## src/rtl/gen_res_ttl_pulse.sv

```systemverilog
// Burst generator for programmable-width TTL result pulses. Each rising edge is
// aligned to a rising edge of the 1 MHz reference; all logic runs on clk_100Mz.
module gen_res_ttl_pulse #(
  parameter int WIDTH_W = 8,
  parameter int GAP_W   = 8,
  parameter int NUM_W   = 8
) (
  input  logic               clk_100Mz,
  input  logic               rst,
  input  logic               clk_1Mz,
  input  logic               start,
  input  logic               stop,
  input  logic [WIDTH_W-1:0] width_cfg,
  input  logic [GAP_W-1:0]   gap_cfg,
  input  logic [NUM_W-1:0]   num_cfg,
  output logic               res_ttl1_out,
  output logic               busy,
  output logic               done,
  output logic [NUM_W-1:0]   pulses_sent
);

  localparam logic [2:0] S_IDLE = 3'd0;
  localparam logic [2:0] S_WAIT = 3'd1;
  localparam logic [2:0] S_HIGH = 3'd2;
  localparam logic [2:0] S_GAP  = 3'd3;
  localparam logic [2:0] S_DONE = 3'd4;

  logic [2:0]         state;
  logic               buff_refresh;
  logic               tick;
  logic               accept;
  logic               abort;
  logic [WIDTH_W-1:0] width_q;
  logic [WIDTH_W-1:0] high_cnt;
  logic [GAP_W-1:0]   gap_q;
  logic [GAP_W-1:0]   gap_cnt;
  logic [NUM_W-1:0]   num_q;
  logic [NUM_W-1:0]   sent_next;

  // buff_refresh powers up high so a reference already high at reset release is not a tick
  assign tick      = ~buff_refresh & clk_1Mz;
  assign accept    = (state == S_IDLE) & start & ~stop;
  assign abort     = stop & ((state == S_WAIT) | (state == S_HIGH) | (state == S_GAP));
  assign sent_next = pulses_sent + 1'b1;
  assign busy      = (state != S_IDLE);
  assign done      = (state == S_DONE);

  always_ff @(posedge clk_100Mz) begin
    if (rst) buff_refresh <= 1'b1;
    else     buff_refresh <= clk_1Mz;
  end

  always_ff @(posedge clk_100Mz) begin
    if (accept) begin
      width_q <= width_cfg;
      gap_q   <= gap_cfg;
      num_q   <= num_cfg;
    end
  end

  always_ff @(posedge clk_100Mz) begin
    if (rst) begin
      state        <= S_IDLE;
      res_ttl1_out <= 1'b0;
      pulses_sent  <= '0;
      high_cnt     <= '0;
      gap_cnt      <= '0;
    end else if (abort) begin
      res_ttl1_out <= 1'b0;
      state        <= S_DONE;
    end else begin
      case (state)
        S_IDLE: begin
          if (accept) begin
            pulses_sent <= '0;
            if ((width_cfg == '0) || (num_cfg == '0)) state <= S_DONE;
            else                                      state <= S_WAIT;
          end
        end
        S_WAIT: begin
          if (tick) begin
            high_cnt     <= width_q - 1'b1;
            res_ttl1_out <= 1'b1;
            state        <= S_HIGH;
          end
        end
        S_HIGH: begin
          if (high_cnt == '0) begin
            res_ttl1_out <= 1'b0;
            pulses_sent  <= sent_next;
            if (sent_next == num_q) begin
              state <= S_DONE;
            end else begin
              gap_cnt <= gap_q;
              state   <= S_GAP;
            end
          end else begin
            high_cnt <= high_cnt - 1'b1;
          end
        end
        S_GAP: begin
          // gap is counted in reference ticks seen only after the pulse has ended
          if (gap_cnt == '0) begin
            state <= S_WAIT;
          end else if (tick) begin
            gap_cnt <= gap_cnt - 1'b1;
            if (gap_cnt == GAP_W'(1)) state <= S_WAIT;
          end
        end
        S_DONE:  state <= S_IDLE;
        default: state <= S_IDLE;
      endcase
    end
  end

endmodule
```

## config.mk

```make
export PLATFORM = sky130hd
export DESIGN_NAME = gen_res_ttl_pulse
export DESIGN_NICKNAME = d
export VERILOG_FILES = /design/src/rtl/gen_res_ttl_pulse.sv
export SDC_FILE = /design/constraint.sdc
export NUM_CORES = 1
export LEC_CHECK = 0
export BUFFER_PORTS_ARGS = -buffer_cell sky130_fd_sc_hd__buf_4
export CORE_AREA = 2 2 76 78
export DETAILED_ROUTE_END_ITERATION = 8
export DIE_AREA = 0 0 78 80
export MAX_ROUTING_LAYER = met4
export PLACE_DENSITY = 0.75
export SKIP_CTS_REPAIR_TIMING = 1
export SLEW_MARGIN = 40
export SYNTH_ARGS = -nofsm -noshare
export SYNTH_HDL_FRONTEND = slang
export SYNTH_SLANG_ARGS = --single-unit
```

## constraint.sdc

```tcl
create_clock -name clk_100Mz -period 3.65 [get_ports clk_100Mz]
set_input_delay 0.73 -clock clk_100Mz [delete_from_list [all_inputs] [get_ports clk_100Mz]]
set_output_delay 0.73 -clock clk_100Mz [all_outputs]
set_load 0.05 [all_outputs]
```

# Word-level counts from Yosys, hierarchy flattened
# Cells that the tools add are included.
dict set report totals {
  elab_cells 84
  ff_bits 53
  out_inout_bits 11
  inputBits 29
}
dict set report op_classes {
  eq_ne 20
  mux 24
  bitwise_logic 9
  n_reduce_logical 17
  add_sub_neg 4
}
# op count
set ops {}
lappend ops {{8-bit 2-to-1 mux} 8}
lappend ops {{8-bit one-hot mux with 2 select lines} 3}
lappend ops {{8-bit logical NOT} 4}
lappend ops {{3-bit 2-to-1 mux} 9}
lappend ops {{8-bit by 1-bit subtractor with 8-bit output (second input constant)} 3}
lappend ops {{2-bit inequality test (second input constant)} 6}
lappend ops {{3-bit one-hot mux with 4 select lines} 1}
lappend ops {{5-bit AND reduction} 2}
lappend ops {{8-bit by 1-bit adder with 8-bit output (second input constant)} 1}
lappend ops {{8-bit by 1-bit == test with 1-bit output (second input constant)} 1}
lappend ops {{8-bit == test} 1}
lappend ops {{4-bit AND reduction} 2}
lappend ops {{3-bit by 2-bit == test with 1-bit output (second input constant)} 2}
lappend ops {{3-bit by 2-bit inequality test with 1-bit output (second input constant)} 2}
lappend ops {{3-bit inequality test (second input constant)} 2}
lappend ops {{6-bit AND reduction} 1}
lappend ops {{2-bit nonzero test} 3}
lappend ops {{1-bit bitwise AND} 4}
lappend ops {{4-bit by 2-bit inequality test with 1-bit output (second input constant)} 1}
lappend ops {{4-bit by 3-bit inequality test with 1-bit output (second input constant)} 1}
lappend ops {{3-bit by 1-bit == test with 1-bit output (second input constant)} 1}
lappend ops {{3-bit == test (second input constant)} 1}
lappend ops {{3-bit logical NOT} 1}
lappend ops {{3-bit by 1-bit inequality test with 1-bit output (second input constant)} 1}
lappend ops {{other kinds (9)} 13}

# Depth between registers and ports, before layout
# Gate-level depths: netlist of the first run.
dict set report logic_depth {
  ltp_word 6
  mapped_depth 11
  mapped_depth_nobuf 7
}

# Worst setup path before layout of the first run
# No wires, ideal clock.
dict set report synth_timing {
  kind {register to register}
  start {reg pulses_sent[0]}
  end {reg gap_cnt[1]}
  synth_period_minus_slack_ns 2.808
  n_path_buf 1
  required_ns 3.527
  setup_ns 0.123
  arrival_time_ns 2.685
  stages_incl_launch_ff 9
  setup_slack_ns 0.842
  cell_sequence {dfxtp_1 ha_1 nand3_1 or3_1 and3_1 nor4_1 buf_2 a21o_1 mux2_1}
}
dict set report synth_between {
  elab_chain_len 4
}
# item line
set synth_rtl {}
lappend synth_rtl {{start: declaration} 19} ;# output logic [NUM_W-1:0] pulses_sent
lappend synth_rtl {{start signal: assignment} 90} ;# pulses_sent <= sent_next;
lappend synth_rtl {{8-bit by 1-bit adder with 8-bit output} 44} ;# assign sent_next = pulses_sent + 1'b1;
lappend synth_rtl {{8-bit == test} 91} ;# if (sent_next == num_q) begin
lappend synth_rtl {{2-bit inequality test (no source line)} -}
lappend synth_rtl {{6-bit AND reduction (no source line)} -}
lappend synth_rtl {{end signal: assignment} 94} ;# gap_cnt <= gap_q;
lappend synth_rtl {{end signal: assignment} 106} ;# gap_cnt <= gap_cnt - 1'b1;
lappend synth_rtl {{end: declaration} 36} ;# logic [GAP_W-1:0] gap_cnt;
# Every way passes these cells.
# A chain may end at the register's enable or synchronous reset.

# Worst setup path in the final report of the first run
# Same ends and word-level chain as after synthesis.

==> impl_metrics.tcl, run 1 <==
set metrics [dict create \
    status "completed" \
    grt_max_degree 32 \
    io-pin-count 40 \
    max_slew_margin 0.4698 \
    crit_arrival_ns 2.86 \
    cp-startpoint "pulses_sent[0]$_SDFFE_PP0P_" \
    vias 2479 \
    root_buffer "clkbuf_8" \
    synth_cell_types 53 \
    cts_made_buffers 5 \
    grt_overflow 0 \
    tightest_slew_ns 0.7936 \
    crit_end "gap_cnt[1]$_SDFFE_PP0P_" \
    routed_wirelength_um 6408 \
    cp-start-kind "flop" \
    synth_area_leader_cell "edfxtp_1" \
    leakage_nw 1.234 \
    viasPerCell 5.916 \
    clock_latency_ns 0.31 \
    row_count 27 \
    period_share 0.7271 \
    final_cell_count_no_fill 419 \
    hold-worst-slack_ns 0.4998 \
    numPortBuffers 39 \
    crit_required_ns 3.86 \
    final_max_slew_viol_count 0 \
    fillCellCount 484 \
    netlist_instances 314 \
    synth_ff_type "dfxtp_1" \
    netlist_area_um2 2887 \
    first_pass_iters 4 \
    start_util 0.5340 \
    drc 0 \
    clock_skew_ns 0.004615 \
    async_reset_ff_frac 0 \
    h-tree-depth 2 \
    r2r_setup_slack_ns 1.0 \
    grt_pass1_wl_um 11010 \
    maxCapViolations 0 \
    die_y_um 80 \
    drt_iter0_markers 162 \
    layout-drive-gt1-share 0.1700 \
    antenna_found_initial 0 \
    finalHoldViolCount 0 \
    hold_class "flop to flop" \
    drtAntennaViolNets 0 \
    fmax_mhz 376.8 \
    antenna_cells 0 \
    powerDensity_nw_per_um2 369.6 \
    setup_viol 0 \
    synth_common_cells "30 x a21oi_1, 29 x dfxtp_1, 24 x edfxtp_1" \
    endpoint_kind "flop" \
    clock_sinks 53 \
    grt_pass1_vias 2376 \
    crit_fanout 11 \
    rr_endpoint "gap_cnt[1]$_SDFFE_PP0P_" \
    peakVddDrop_mv 0.3004 \
    yosysTopAreaCellShare 0.2497 \
    rr_worst_depth 8 \
    coreArea_um2 5405 \
    finalNetCount 380 \
    post-dp-hpwl_um 4647 \
    syn_to_final_growth_pct 14.82 \
    synthTopCellsByArea "edfxtp_1 25%, dfxtp_1 20%, a21oi_1 5.2%" \
    path_class "flop to flop" \
    syn_nets 348 \
    timing.rr.start "pulses_sent[0]$_SDFFE_PP0P_" \
    track_usage 0.2272 \
    avgSynthCellArea_um2 9.193 \
    clk_pin_slew_ns 0.10 \
    yosys_warnings 0 \
    clockBufferDepth 2 \
    die_area_um2 6240 \
    yosysSeqAreaShare 0.4508 \
    die_x_um 78 \
    wl_per_cell_um 15.29 \
    synth-seq-cells 53 \
    gp_congestion 0.8908 \
    setup_tns_ns 0 \
    rsz0062_at_grt "false" \
    min_period_ns 2.654 \
    synth_edf_count 24 \
    synth_most_common_cell "a21oi_1" \
    dp_cells 411 \
    cts_tree "yes" \
]
worst min path at each step:
| stage | startpoint | endpoint | slack, ns | cells past startpoint |
|---|---|---|---|---|
| finish | gap_cnt[3]$_SDFFE_PP0P_ | gap_cnt[3]$_SDFFE_PP0P_ | 0.50 | 2 |
| global route | gap_cnt[3]$_SDFFE_PP0P_ | gap_cnt[3]$_SDFFE_PP0P_ | 0.52 | 2 |
| CTS | gap_cnt[3]$_SDFFE_PP0P_ | gap_cnt[3]$_SDFFE_PP0P_ | 0.50 | 2 |
| detailed placement | gap_cnt[4]$_SDFFE_PP0P_ | gap_cnt[4]$_SDFFE_PP0P_ | 0.49 | 2 |
| global placement | gap_cnt[3]$_SDFFE_PP0P_ | gap_cnt[3]$_SDFFE_PP0P_ | 0.47 | 2 |
| floorplan | gap_cnt[3]$_SDFFE_PP0P_ | gap_cnt[3]$_SDFFE_PP0P_ | 0.45 | 2 |
cell type report:
| class | instances | area (µm²) | area share |
|---|---|---|---|
| multi-input cells | 236 | 1489 | 0.4492 |
| repair buffers | 43 | 322.8 | 0.09740 |
| inverters | 7 | 26.28 | 0.007928 |
| flip-flops and latches | 53 | 1301 | 0.3926 |
| well taps | 72 | 90.09 | 0.02718 |
| clock inverters | 3 | 16.27 | 0.004908 |
| clock buffers | 5 | 68.82 | 0.02076 |
power by group:
group	internal [mW]	switching [mW]	leakage (nW)	total, mW
combinational	0.0852	0.129	0.733	0.214
clock	0.134	0.200	0.0436	0.333
sequential	0.653	0.0251	0.457	0.678
total	0.871	0.354	1.23	1.23
metrics by stage:
stage | power [mW] | setup slack [ns] | cell area [µm²] | util
after floorplan | 0.8340 | 0.8417 | 2887 | -
after global placement | 0.9000 | 1.082 | 3229 | 0.5975
after detailed placement | 0.9034 | 1.011 | 3229 | 0.5975
after CTS | 1.232 | 0.9981 | 3314 | 0.6132
after global routing | 1.276 | 0.8134 | 3314 | 0.6132
final | 1.225 | 0.9961 | 3314 | 0.6132
registers in the layout (all words and copies together), names as in the netlist:
| register | cells |
|---|---|
| gap_cnt | 8 |
| gap_q | 8 |
| high_cnt | 8 |
| num_q | 8 |
| pulses_sent | 8 |
| width_q | 8 |
| state | 3 |
| buff_refresh | 1 |
| res_ttl1_out | 1 |
cells by family after synthesis:
group	count (synthesis)	share of synthesized area
flops	53	0.4508
xor+xnor	13	0.03945
simple gates	118	0.2280
buf+inv	25	0.03598
mux	4	0.01430
compound gates	96	0.2098
fa+ha+maj	5	0.02167
layout by cell type, fill, tap and decap left out, types with 5 or more instances in the layout:
cell,synthesis,routed
a211oi_1,6,6
a21oi_1,30,30
and3_1,7,7
buf_4,1,43
clkbuf_8,0,5
dfxtp_1,29,29
edfxtp_1,24,24
ha_1,5,5
inv_1,7,7
nand2_1,22,22
nor2_1,23,23
nor3_1,11,11
nor4_1,8,8
o21ai_0,21,21
o32ai_1,6,6
or3_1,6,6
or4_1,7,7
xnor2_1,10,10
worst max-delay path, stage by stage, from the launching register on:
cell     delay, ns
dfxtp_1       0.44
ha_1          0.32
nand3_1       0.11
or3_1         0.35
and3_1        0.16
nor4_1        0.30
buf_4         0.23
a21o_1        0.28
mux2_1        0.34
per-layer routing:
metal  routed length (µm)  track usage  vias to the layer above
met5                    0            -                        -
met4                  112      0.07719                        0
met3                  260      0.03507                       12
met2                 3115       0.3784                       54
met1                 2919       0.2844                     1160
li1                     -            -                     1253
Power figures use the tool's default switching activity.
==> run 2, diff against run 1 <==
--- a/config.mk
+++ b/config.mk
@@ -6,9 +6,9 @@
 export NUM_CORES = 1
 export LEC_CHECK = 0
 export BUFFER_PORTS_ARGS = -buffer_cell sky130_fd_sc_hd__buf_4
-export CORE_AREA = 2 2 76 78
+export CORE_AREA = 2 2 78 80
 export DETAILED_ROUTE_END_ITERATION = 8
-export DIE_AREA = 0 0 78 80
+export DIE_AREA = 0 0 80 82
 export MAX_ROUTING_LAYER = met4
 export PLACE_DENSITY = 0.75
 export SKIP_CTS_REPAIR_TIMING = 1
==> constraint.sdc (replaced) <==
create_clock -name clk_100Mz -period 2.4 [get_ports clk_100Mz]
set_input_delay 0.48 -clock clk_100Mz [delete_from_list [all_inputs] [get_ports clk_100Mz]]
set_output_delay 0.48 -clock clk_100Mz [all_outputs]
set_load 0.05 [all_outputs]
==> run 2 against run 1 <==
Compared with the run above:
- worst setup slack worse by 1.1 ns
- critical path depth is 1 lower
- sequential power is 50% higher
- the flow now finishes with violations (negative setup slack)
==> impl_metrics.tcl, run 2 (synthesis gave the netlist of run 1 again) <==
set metrics [dict create \
    antenna_found_initial 0 \
    vias 2640 \
    period_share 1.033 \
    cts_tree "yes" \
    min_period_ns 2.478 \
    cts_made_buffers 5 \
    root_buffer "clkbuf_8" \
    wl_per_cell_um 15.78 \
    powerDensity_nw_per_um2 574.1 \
    crit_slowest_cell "or4_4" \
    syn_to_final_growth_pct 23.80 \
    die_area_um2 6560 \
    place_ws_ns 0.01575 \
    final_max_slew_viol_count 0 \
    setup_slack_ns -0.07820 \
    critical_path.most_common_cell "or4_4" \
    numPortBuffers 39 \
    max_slew_margin 0.5371 \
    post-dp-hpwl_um 4902 \
    leakage_nw 1.356 \
    crit_chain "or4_4, o21ai_2, o21ai_2, or4_4, buf_6, or4_4, a21oi_2" \
    clock_sinks 53 \
    rsz0062_at_grt "true" \
    layout-drive-gt1-share 0.2663 \
    crit_fanout 7 \
    maxCapViolations 0 \
    track_usage 0.2310 \
    path_class "flop to flop" \
    tightest_slew_ns 0.6928 \
    clock_latency_ns 0.31 \
    dp_cells 431 \
    drtAntennaViolNets 0 \
    fillCellCount 515 \
    final_cell_count_no_fill 443 \
    finalNetCount 401 \
    die_y_um 82 \
    crit_arrival_ns 2.73 \
    mostFrequentLayoutCells "62 x buf_4, 29 x a21oi_1, 24 x edfxtp_1, 23 x nor2_1, 22 x nand2_1" \
    critPathBufInv 1 \
    antenna_cells 0 \
    h-tree-depth 2 \
    clockBufferDepth 2 \
    cp-start-kind "flop" \
    finalHoldViolCount 0 \
    coreArea_um2 5746 \
    hold_class "input pin to flop" \
    routed_wirelength_um 6992 \
    layout_commonest_cell "buf_4" \
    drc 0 \
    max_stage_delay_ns 0.59 \
    violations "negative setup slack" \
    peakVddDrop_mv 0.3735 \
    endpoint_kind "flop" \
    first_pass_iters 4 \
    grt_max_degree 32 \
    clock_skew_ns 0.003150 \
    clk_pin_slew_ns 0.09 \
    viasPerCell 5.959 \
    cp_top_family "simple AND/OR/NAND/NOR gates" \
    drt_iter0_markers 202 \
    status "finished, violations left" \
    start_util 0.5024 \
    crit_required_ns 2.65 \
    power_mw 2.052 \
    grt_pass1_wl_um 11560 \
    setup_tns_ns -0.2290 \
    grt_overflow 0 \
    row_count 28 \
    die_x_um 80 \
    setup_viol 6 \
    gp_congestion 0.8822 \
    io-pin-count 40 \
    grt_pass1_vias 2495 \
    fmax_mhz 403.5 \
]
## run 2: layout make-up
cell class / count / area [µm²] / share of cell area
multi-input combinational: 236 / 1533 / 0.4289
clock buffer: 7 / 86.33 / 0.02416
tap: 75 / 93.84 / 0.02626
inverter: 7 / 26.28 / 0.007353
sequential: 53 / 1316 / 0.3683
clock inverter: 1 / 30.03 / 0.008403
timing repair buffer: 64 / 488.0 / 0.1366
## run 2: routing by layer
layer | vias to the layer above | track usage | wire [µm]
li1 | 1287 | - | -
met1 | 1233 | 0.2758 | 3007
met2 | 106 | 0.3983 | 3530
met3 | 14 | 0.04176 | 316
met4 | 0 | 0.07288 | 138
met5 | - | - | 0
## run 2: per-stage QoR
stage	area [µm²]	util	hold slack (ns)
5_1_grt	3573	0.6220	0.3304
3_5_place_dp	3374	0.5873	0.4800
6_report	3573	0.6220	0.3386
2_1_floorplan	2903	-	0.4519
4_1_cts	3491	0.6076	0.3335
3_3_place_gp	3374	0.5873	0.4747
## run 2: final timing paths
| kind | start | end | slack, ns | cells after the start |
|---|---|---|---|---|
| worst min-delay path | gap_cfg[0] | gap_q[0]$_DFFE_PP_ | 0.34 | 1 |
| worst min register to register | gap_cnt[3]$_SDFFE_PP0P_ | gap_cnt[3]$_SDFFE_PP0P_ | 0.49 | 2 |
| worst max register to register | high_cnt[0]$_SDFFE_PP0P_ | pulses_sent[2]$_SDFFE_PP0P_ | -0.08 | 7 |
| worst max-delay path | high_cnt[0]$_SDFFE_PP0P_ | pulses_sent[2]$_SDFFE_PP0P_ | -0.08 | 7 |
## run 2: power by group
part           internal (mW)  switching [mW]
Combinational          0.178           0.228
Sequential             0.990          0.0259
Clock                  0.340           0.289
Total                   1.51           0.543
